**src/rtl/paddle_tracker.sv**
```systemverilog
// paddle_tracker: per-frame left/right paddle centre-row tracking from denoised mask bits.
// Build option PADDLE_SMOOTH_EN averages each detected row with the previous output row.
module paddle_tracker #(
    parameter int MIN_PIXELS  = 16,
    parameter int LOST_FRAMES = 8,
    parameter int CENTER_ROW  = 240,
    parameter int COUNT_WIDTH = 20
) (
    input  logic        clk,
    input  logic        reset,
    input  logic        en_i,
    input  logic        vs_ni,
    input  logic        blank_ni,
    input  logic        left_paddle,
    input  logic        right_paddle,
    input  logic [12:0] row_i,
    output logic [12:0] left_y,
    output logic [12:0] right_y,
    output logic        left_valid,
    output logic        right_valid,
    output logic        frame_strobe
);

    // state     | meaning
    // WAIT_SYNC | after reset, waiting for the first frame edge (partial frame discarded)
    // ACCUM     | gathering per-side pixel count and row extent for the current frame
    // UPDATE    | one cycle: per-side decision from the closed frame's accumulators
    typedef enum logic [1:0] {
        WAIT_SYNC = 2'd0,
        ACCUM     = 2'd1,
        UPDATE    = 2'd2
    } state_t;

    localparam int MISS_W = $clog2(LOST_FRAMES + 1);
    localparam logic [COUNT_WIDTH-1:0] COUNT_MAX = '1;
    localparam logic [COUNT_WIDTH-1:0] COUNT_MIN = COUNT_WIDTH'(MIN_PIXELS);
    localparam logic [MISS_W-1:0]      MISS_LIM  = MISS_W'(LOST_FRAMES);
    localparam logic [12:0]            ROW_CTR   = 13'(CENTER_ROW);
    localparam logic [12:0]            ROW_TOP   = 13'h1FFF;

    state_t state_q, state_d;
    logic   vs_q;
    logic   frame_edge;
    logic   pixel_ok;
    logic   acc_clear;
    logic   acc_en;
    logic   do_update;
    logic [1:0] mask;

    logic [COUNT_WIDTH-1:0] cnt_q [2];
    logic [12:0]            min_q [2];
    logic [12:0]            max_q [2];

    logic [MISS_W-1:0] miss_q   [2];
    logic [MISS_W-1:0] miss_d   [2];
    logic [12:0]       y_q      [2];
    logic [12:0]       y_d      [2];
    logic              valid_q  [2];
    logic              valid_d  [2];
    logic              detected [2];
    logic [13:0]       row_sum  [2];
    logic [12:0]       y_new    [2];
    logic [12:0]       y_det    [2];
`ifdef PADDLE_SMOOTH_EN
    logic [13:0]       smooth_sum [2];
`endif

    assign frame_edge = vs_q & ~vs_ni;
    assign pixel_ok   = en_i & blank_ni;
    assign mask       = {right_paddle, left_paddle};

    always_ff @(posedge clk or posedge reset) begin
        if (reset) begin
            vs_q    <= 1'b1;
            state_q <= WAIT_SYNC;
        end else begin
            vs_q    <= vs_ni;
            state_q <= state_d;
        end
    end

    always_comb begin
        state_d   = state_q;
        acc_clear = 1'b0;
        acc_en    = 1'b0;
        do_update = 1'b0;
        case (state_q)
            WAIT_SYNC: begin
                if (frame_edge) begin
                    state_d   = ACCUM;
                    acc_clear = 1'b1;
                end
            end
            ACCUM: begin
                // The pixel sharing the closing edge cycle belongs to no frame.
                if (frame_edge) begin
                    state_d = UPDATE;
                end else begin
                    acc_en = pixel_ok;
                end
            end
            UPDATE: begin
                do_update = 1'b1;
                acc_clear = 1'b1;
                state_d   = ACCUM;
            end
            default: begin
                state_d = WAIT_SYNC;
            end
        endcase
    end

    always_ff @(posedge clk or posedge reset) begin
        if (reset) begin
            for (int s = 0; s < 2; s++) begin
                cnt_q[s] <= '0;
                min_q[s] <= ROW_TOP;
                max_q[s] <= '0;
            end
        end else if (acc_clear) begin
            for (int s = 0; s < 2; s++) begin
                cnt_q[s] <= '0;
                min_q[s] <= ROW_TOP;
                max_q[s] <= '0;
            end
        end else if (acc_en) begin
            for (int s = 0; s < 2; s++) begin
                if (mask[s]) begin
                    if (cnt_q[s] != COUNT_MAX) begin
                        cnt_q[s] <= cnt_q[s] + COUNT_WIDTH'(1);
                    end
                    if (row_i < min_q[s]) begin
                        min_q[s] <= row_i;
                    end
                    if (row_i > max_q[s]) begin
                        max_q[s] <= row_i;
                    end
                end
            end
        end
    end

    always_comb begin
        for (int s = 0; s < 2; s++) begin
            row_sum[s]  = {1'b0, min_q[s]} + {1'b0, max_q[s]};
            y_new[s]    = 13'(row_sum[s] >> 1);
`ifdef PADDLE_SMOOTH_EN
            smooth_sum[s] = {1'b0, y_q[s]} + {1'b0, y_new[s]};
            y_det[s]      = 13'(smooth_sum[s] >> 1);
`else
            y_det[s]      = y_new[s];
`endif
            detected[s] = (cnt_q[s] >= COUNT_MIN);
            valid_d[s]  = 1'b0;
            miss_d[s]   = miss_q[s];
            y_d[s]      = y_q[s];
            if (detected[s]) begin
                valid_d[s] = 1'b1;
                miss_d[s]  = '0;
                y_d[s]     = y_det[s];
            end else begin
                if (miss_q[s] != MISS_LIM) begin
                    miss_d[s] = miss_q[s] + MISS_W'(1);
                end
                // Recentre bypasses smoothing so a lost paddle snaps home.
                if (miss_d[s] == MISS_LIM) begin
                    y_d[s] = ROW_CTR;
                end
            end
        end
    end

    always_ff @(posedge clk or posedge reset) begin
        if (reset) begin
            frame_strobe <= 1'b0;
            for (int s = 0; s < 2; s++) begin
                y_q[s]     <= ROW_CTR;
                valid_q[s] <= 1'b0;
                miss_q[s]  <= '0;
            end
        end else begin
            frame_strobe <= do_update;
            if (do_update) begin
                for (int s = 0; s < 2; s++) begin
                    y_q[s]     <= y_d[s];
                    valid_q[s] <= valid_d[s];
                    miss_q[s]  <= miss_d[s];
                end
            end
        end
    end

    assign left_y      = y_q[0];
    assign right_y     = y_q[1];
    assign left_valid  = valid_q[0];
    assign right_valid = valid_q[1];

endmodule

```
**config.mk**
```make
export PLATFORM = sky130hd
export DESIGN_NAME = paddle_tracker
export DESIGN_NICKNAME = d
export VERILOG_FILES = /design/src/rtl/paddle_tracker.sv
export SDC_FILE = /design/constraint.sdc
export NUM_CORES = 1
export LEC_CHECK = 0
export CAP_MARGIN = 15
export CORE_MARGIN = 4
export CORE_UTILIZATION = 65
export CTS_CLUSTER_SIZE = 25
export DETAILED_ROUTE_END_ITERATION = 12
export DONT_BUFFER_PORTS = 1
export PLACE_DENSITY = 0.81
export SLEW_MARGIN = 10
export SYNTH_ARGS = -nofsm -noshare
export SYNTH_HDL_FRONTEND = slang
export SYNTH_SLANG_ARGS = --single-unit
```
**constraint.sdc**
```tcl
create_clock -name clk -period 13.4 [get_ports clk]
set_clock_uncertainty 0.05 [all_clocks]
set_input_delay 2.68 -clock clk [delete_from_list [all_inputs] [get_ports clk]]
set_output_delay 2.68 -clock clk [all_outputs]
set_load 0.1 [all_outputs]
```
==> summary.txt, run 1 <==
Outcome
  • Status: finished, final reports clean

Routing
  • Met2 wire length: slightly above 9000 um
  • DRT Wirelength: about 19000 um
  • Drt first pass iters: 5
  • Drt drc: 0
  • WL/cell: about 17 um
  • Met3 routed WL: a little over 800 um
  • Top Layer Used: met4
  • Antenna Nets Post-Route: 0
  • WL met1: 8640 um
  • Vias: just under 7000
  • DRT iter0 DRCs: 441
  • DR vias/cell: around 6.1

Power and ir drop
  • Power Dens Cells: 187 nW/um^2
  • Peak VDD IR: approximately 130 uV
  • Static Leak: 4.27 nW

Floorplanning
  • Row count: 41
  • Core Box Area: 12800 um^2
  • Boundary Pins: 49
  • Die width: roughly 120 um
  • Die area: 15200 um^2
  • Die height: about 120 um
  • Starting density of the core: 0.675

Placement
  • Port bufs: 0
  • Placed Area: a little under 9000 um^2
  • Hpwl dp: 13400 um
  • Placed insts: roughly 1100
  • Dpl ws: around 8400 ps
  • Gp weighted congestion: 0.854

Timing
  • RSZ-0062 raised after global routing: no
  • Fin. Hold Viols: 0
  • Final setup fails: 0
  • Final setup margin: 8780 ps
  • Setup TNS: 0 ps
  • Fin crit share: 0.345
  • Final Max Slew Viols: 0
  • Fin crit period: 4620 ps
  • F_max: about 0.22 GHz
  • WHS: roughly 470 ps
  • Slew headroom: 0.241
  • Slew @ Worst Pin: ~1100 ps

Worst setup path
  • WS Path Type: in2reg
  • Worst path slowest cell: o21ai_2
  • CP Max Fanout: 13
  • Cell family with most CP delay: compound AO/OA/AOI/OAI gates
  • WP buf/inv: 2
  • Critical Path, Cell by Cell: inv_1 -> ha_1 -> inv_1 -> a21o_1 -> a221o_1 -> a221o_1 -> o21ai_2 -> mux2_2
  • Critical Path RT: around 14000 ps
  • Critical path endpoint category: register
  • Worst setup SP type: primary input
  • Worst path max stage delay: around 600 ps
  • Worst Path Arrival: 4870 ps

Synth
  • Mux cell area share after synthesis: 0.0405
  • Gate count of the mapped netlist: roughly 950
  • Net Count, Synth: approximately 1100
  • Main combinational cell family by area after synthesis: simple AND/OR/NAND/NOR gates
  • Synth Warn #: 0
  • Synthesized area: around 8700 um^2
  • Synth Register Bits: between 100 and 150
  • Yosys cell types: between 70 and 80
  • Xor/xnor cell area share of the yosys netlist: 0.0425
  • Sequential share of the synthesized area: 0.387
  • FFs w/ async S/R, synth: 1.00
  • Adder-cell area share of the yosys netlist: 0.123
  • Post-synth EDFFs: 0
  • Syn Area/Cell: 9.15 um^2
  • Post-Synth Simple-Gate Area: 0.184
  • Compound-gate portion of the synthesized area: 0.169
  • Top FF cell, synth: dfrtp_1

Finish
  • Final #Nets: around 1000
  • Antenna cells: 0
  • Commonest non-fill, non-tap cell in the layout: dfrtp_1
  • Area grow syn2layout: 7.43%
  • Most frequent cells in the layout: dfrtp_1, nor2_1, ha_1
  • Layout cells sized above 1: 0.0970
  • Fin cells: between 1000 and 1500
  • Post-route cell area: 9300 um^2

Global routing
  • Vias in the first global route: between 6000 and 7000
  • Total GRT Usage: 0.266
  • Grt total ovfl: 0
  • Global-route wire length before repair: roughly 32000 um
  • Initial antenna violation count: 0
  • Pin count of the biggest net entering global routing: 88

Clocking
  • TritonCTS clock tree: built
  • Clk root buf: clkbuf_16
  • Post-CTS setup buffers: 0
  • Clk_lat worst skew: roughly 420 ps
  • Post-CTS Hold Buffers: 0
  • Clk sink count: between 100 and 150
  • Reg clk slew, reported paths: ~60 ps
  • CTS Buf Count: 17
  • CTS Buffer Depth: 2
  • Resized cells post-CTS: 0
  • H-tree Lvls: 4

Hold path
  • Hold crit path type: reg2reg

Job
  • Max-cap violation count: 0
registers in the layout, indices dropped and copies added (netlist names):
name / count
cnt_q: 40
frame_strobe: 1
left_valid: 1
left_y: 13
max_q: 26
min_q: 26
miss_q: 8
right_valid: 1
right_y: 13
state_q: 2
vs_q: 1
Yosys cell counts, drive strengths merged, types with 3 or more instances:
cell	instances	area [um^2]
a2111oi	4	60.1
a211oi	6	45.0
a21boi	3	22.5
a21o	18	135
a21oi	60	304
a22o	3	26.3
a31oi	15	106
and2	6	37.5
and3	9	56.3
and4	5	46.3
buf	17	101
clkbuf	17	65.1
dfrtp	97	2430
dfstp	35	920
ha	82	1030
inv	81	304
mux2	8	90.1
mux2i	26	260
nand2	62	233
nand2b	10	70.1
nand3	39	195
nand4	15	100
nor2	92	345
nor2b	8	50.1
nor3	30	160
nor4	21	159
o211ai	9	67.6
o21a	7	52.6
o21ai	56	284
o22ai	9	56.3
o31ai	8	65.1
o41ai	3	33.8
or2	4	25.0
or3	8	50.1
xnor2	31	272
xor2	11	96.3
per-layer routing:
layer / GRT usage / vias up
met5: 0 / -
met4: 0.0990 / 0
met3: 0.0540 / 33
met2: 0.426 / 157
met1: 0.357 / 3298
li1: - / 3353
worst register-to-register path, delay by kind of cell, from the launching register on:
family | cells | cell delay [ps]
DFF | 1 | 410
buffers and inverters | 1 | 80
AOI/OAI and AO/OA | 4 | 1450
adders and majority gates | 1 | 300
muxes | 1 | 410
cells by family (layout without fill, tap and decap cells):
kind of cell             Yosys count  in the layout
flip-flops                       132            132
buffers and inverters            115            117
XOR/XNOR                          42             42
AND/OR/NAND/NOR                  316            316
adder cells (fa/ha/maj)           84             84
AO/OA/AOI/OAI                    223            223
multiplexers                      34             34
per-stage QoR:
step	total power [mW]	utilization
global route	1.86	0.725
finish	1.74	0.725
global placement	1.28	0.682
floorplan	1.17	-
CTS	1.75	0.725
detailed placement	1.30	0.682
where the power goes:
group | switching, mW | total [mW] | internal (mW)
Clock | 0.165 | 0.439 | 0.274
Combinational | 0.350 | 0.611 | 0.261
Sequential | 0.191 | 0.691 | 0.500
worst paths after layout:
path	start	endpoint	slack, ps	cells after the start
hold / removal	min_q[17]	min_q[17]	470	2
setup reg to reg	max_q[1]	max_q[11]	10600	7
hold reg to reg	min_q[17]	min_q[17]	470	2
setup / recovery	row_i[0]	max_q[11]	8780	8
max in group asynchronous	reset	max_q[23]	9870	2
min in group asynchronous	reset	cnt_q[11]	2140	1
layout make-up:
cell class                      instances  area [um^2]
Inverter                               81          309
Fill cell                             996         3530
Timing Repair Buffer                    4         30.0
Sequential cell                       132         3350
Clock buffer                           28          507
Tap cell                              172          215
Clock inverter                          4         45.0
Multi-Input combinational cell        699         4850
No activity file was read; power rests on OpenSTA's default activity.
==> run 2, diff against run 1 <==
==> constraint.sdc (replaced) <==
create_clock -name clk -period 4.38 [get_ports clk]
set_clock_uncertainty 0.05 [all_clocks]
set_input_delay 0.876 -clock clk [delete_from_list [all_inputs] [get_ports clk]]
set_output_delay 0.876 -clock clk [all_outputs]
set_load 0.1 [all_outputs]
==> run 2 against run 1 <==
Net effect:
- power grew to 3.2 times the previous value
- critical path depth unchanged
- core utilization up 0.73 points
- sequential power grew to 3.1 times the previous value
- die area stayed put
- via count increased by 1.8%
- worst setup slack got worse by 7200 ps
- hold slack worse by 74 ps
- clock power rose to 3.4 times the previous value
- combinational power grew to 3.1 times the previous value
- first-iteration DRC count grew 14%
- critical path type unchanged
- largest power group unchanged
- highest routed layer unchanged
==> summary.txt, run 2 (same netlist as run 1, synthesis figures left out) <==
Outcome
  • Status: finished, final reports clean

Floorplanning
  • Die area: 15200 um^2 (unchanged)
  • Die width: 123 um (unchanged)
  • Die height: 123 um (unchanged)
  • Starting density of the core: 0.675 (unchanged)
  • Boundary Pins: 49 (unchanged)
  • Row count: 41 (unchanged)
  • Core Box Area: 12800 um^2 (unchanged)

Timing
  • Slew headroom: 0.321 (+0.0802)
  • Final setup fails: 0 (unchanged)
  • F_max: ~0.35 GHz
  • Fin crit period: ~2800 ps
  • Final Max Slew Viols: 0 (unchanged)
  • Slew @ Worst Pin: 1010 ps (-110 ps)
  • Fin crit share: 0.649
  • WHS: 396 ps (-74.3 ps)
  • Setup TNS: 0 ps (unchanged)
  • RSZ-0062 raised after global routing: no
  • Fin. Hold Viols: 0 (unchanged)

Job
  • Max-cap violation count: 0 (unchanged)

Global routing
  • Vias in the first global route: 6899 (+2.5%)
  • Grt total ovfl: 0 (unchanged)
  • Total GRT Usage: 0.277 (+0.0109)
  • Global-route wire length before repair: 33500 um (+4.1%)
  • Initial antenna violation count: 0 (unchanged)
  • Pin count of the biggest net entering global routing: 88 (unchanged)

Routing
  • Antenna Nets Post-Route: 0 (unchanged)
  • DRT iter0 DRCs: 501 (+14%)
  • Vias: 6963 (+1.8%)
  • DRT Wirelength: 19600 um (+3.2%)
  • Drt first pass iters: 5 (unchanged)
  • DR vias/cell: 6.21 (+1.6%)
  • Drt drc: 0 (unchanged)
  • WL/cell: 17.4 um (+3.0%)

Worst setup path
  • Worst Path Arrival: 3100 ps (-1770 ps)
  • Worst Setup EP: max_q[11]
  • Reg2Reg Depth: 7 (unchanged)
  • Worst R2R Setup Slack: 1540 ps (-9060 ps)
  • Critical Path RT: 4640 ps (-9010 ps)
  • CP Max Fanout: 13 (unchanged)
  • WS Path Type: in2reg
  • CP startpoint: row_i[0]
  • Critical path endpoint category: register
  • R2R Path Start: max_q[1]
  • Worst R2R End: max_q[11]
  • Worst setup SP type: primary input

Placement
  • Placed Area: 8770 um^2 (+0.30%)
  • Port bufs: 0 (unchanged)
  • Hpwl dp: 13600 um (+1.9%)
  • Gp weighted congestion: 0.854 (unchanged)

Clocking
  • Resized cells post-CTS: 0 (unchanged)
  • CTS Buffer Depth: 2 (unchanged)
  • Post-CTS Hold Buffers: 0 (unchanged)
  • H-tree Lvls: 4 (unchanged)
  • Clk sink count: 132 (unchanged)
  • Reg clk slew, reported paths: 60 ps (about the same)
  • TritonCTS clock tree: built
  • Post-CTS setup buffers: 0 (unchanged)
  • CTS Buf Count: 17 (unchanged)
  • Clk_lat worst skew: 430 ps (about the same)
  • Clk root buf: clkbuf_16

Power and ir drop
  • Power Dens Cells: 589 nW/um^2 (+210%)
  • Peak VDD IR: 434 uV (+240%)
  • Total power: 5.53 mW (+220%)
  • Static Leak: 4.30 nW (+0.91%)

Finish
  • Post-route cell area: 9390 um^2 (+1.0%)
  • Most frequent cells in the layout: dfrtp_1, nor2_1, ha_1
  • Top reg by flops: cnt_q
  • Layout cells sized above 1: 0.103 (+0.00611)
  • Biggest regs: cnt_q x40, max_q x26, min_q x26
  • Final #Nets: 1041 (+0.19%)
  • Number of flip-flops in the largest register: 40 (unchanged)
  • Antenna cells: 0 (unchanged)
  • Area grow syn2layout: 8.51%
  • Commonest non-fill, non-tap cell in the layout: dfrtp_1

Hold path
  • Hold path depth: 0 (-2)
  • Hold crit path type: in2reg
## run 2: changes by cell type in the layout (fill, tap and decap cells not counted), sizes merged
cell | before | now
buf | 4 | 6
bufinv | 1 | 4
clkbuf | 28 | 22
clkinv | 3 | 4
clkinvlp | 0 | 3
inv | 81 | 80
## run 2: where the power goes
group          switching (mW)  internal (mW)  total, mW
Clock                   0.531          0.978       1.51
Sequential              0.587           1.53       2.12
Combinational            1.10          0.799       1.90
## run 2: layer usage
layer	track usage	share of wire	vias to the layer above
li1	-	-	3373
met1	0.368	0.45	3395
met2	0.448	0.49	160
met3	0.0558	0.045	35
met4	0.104	0.022	0
met5	0	0	-
## run 2: critical path, stage by stage
cell and delay, ps:
inv_1 120, ha_1 170, inv_1 40, a21o_1 160
a221o_1 330, a221o_1 360, o21ai_2 630, mux2_2 410
## run 2: metrics by stage
step | utilization | setup slack, ps | std cells
after floorplan | - | 1510 | 946
after global placement | 0.684 | 1140 | 1090
after detailed placement | 0.684 | 1080 | 1090
after CTS | 0.732 | 1510 | 1122
after global routing | 0.732 | 1420 | 1122
final | 0.732 | 1540 | 1122
## run 2: worst min path at each step
stage                         start  slack (ps)         to
after CTS                     vs_ni         380       vs_q
final                         vs_ni         400       vs_q
after global routing          vs_ni         390       vs_q
after floorplan           min_q[15]         430  min_q[15]
after detailed placement  min_q[17]         460  min_q[17]
after global placement    min_q[24]         460  min_q[24]
## run 2: area by class of cell
| type | instances | area (um^2) |
|---|---|---|
| multi-input combinational | 699 | 4850 |
| timing repair buffer | 6 | 57.6 |
| inverter | 81 | 308 |
| clock buffer | 22 | 464 |
| clock inverter | 10 | 155 |
| tap | 172 | 215 |
| fill | 942 | 3430 |
| sequential | 132 | 3350 |
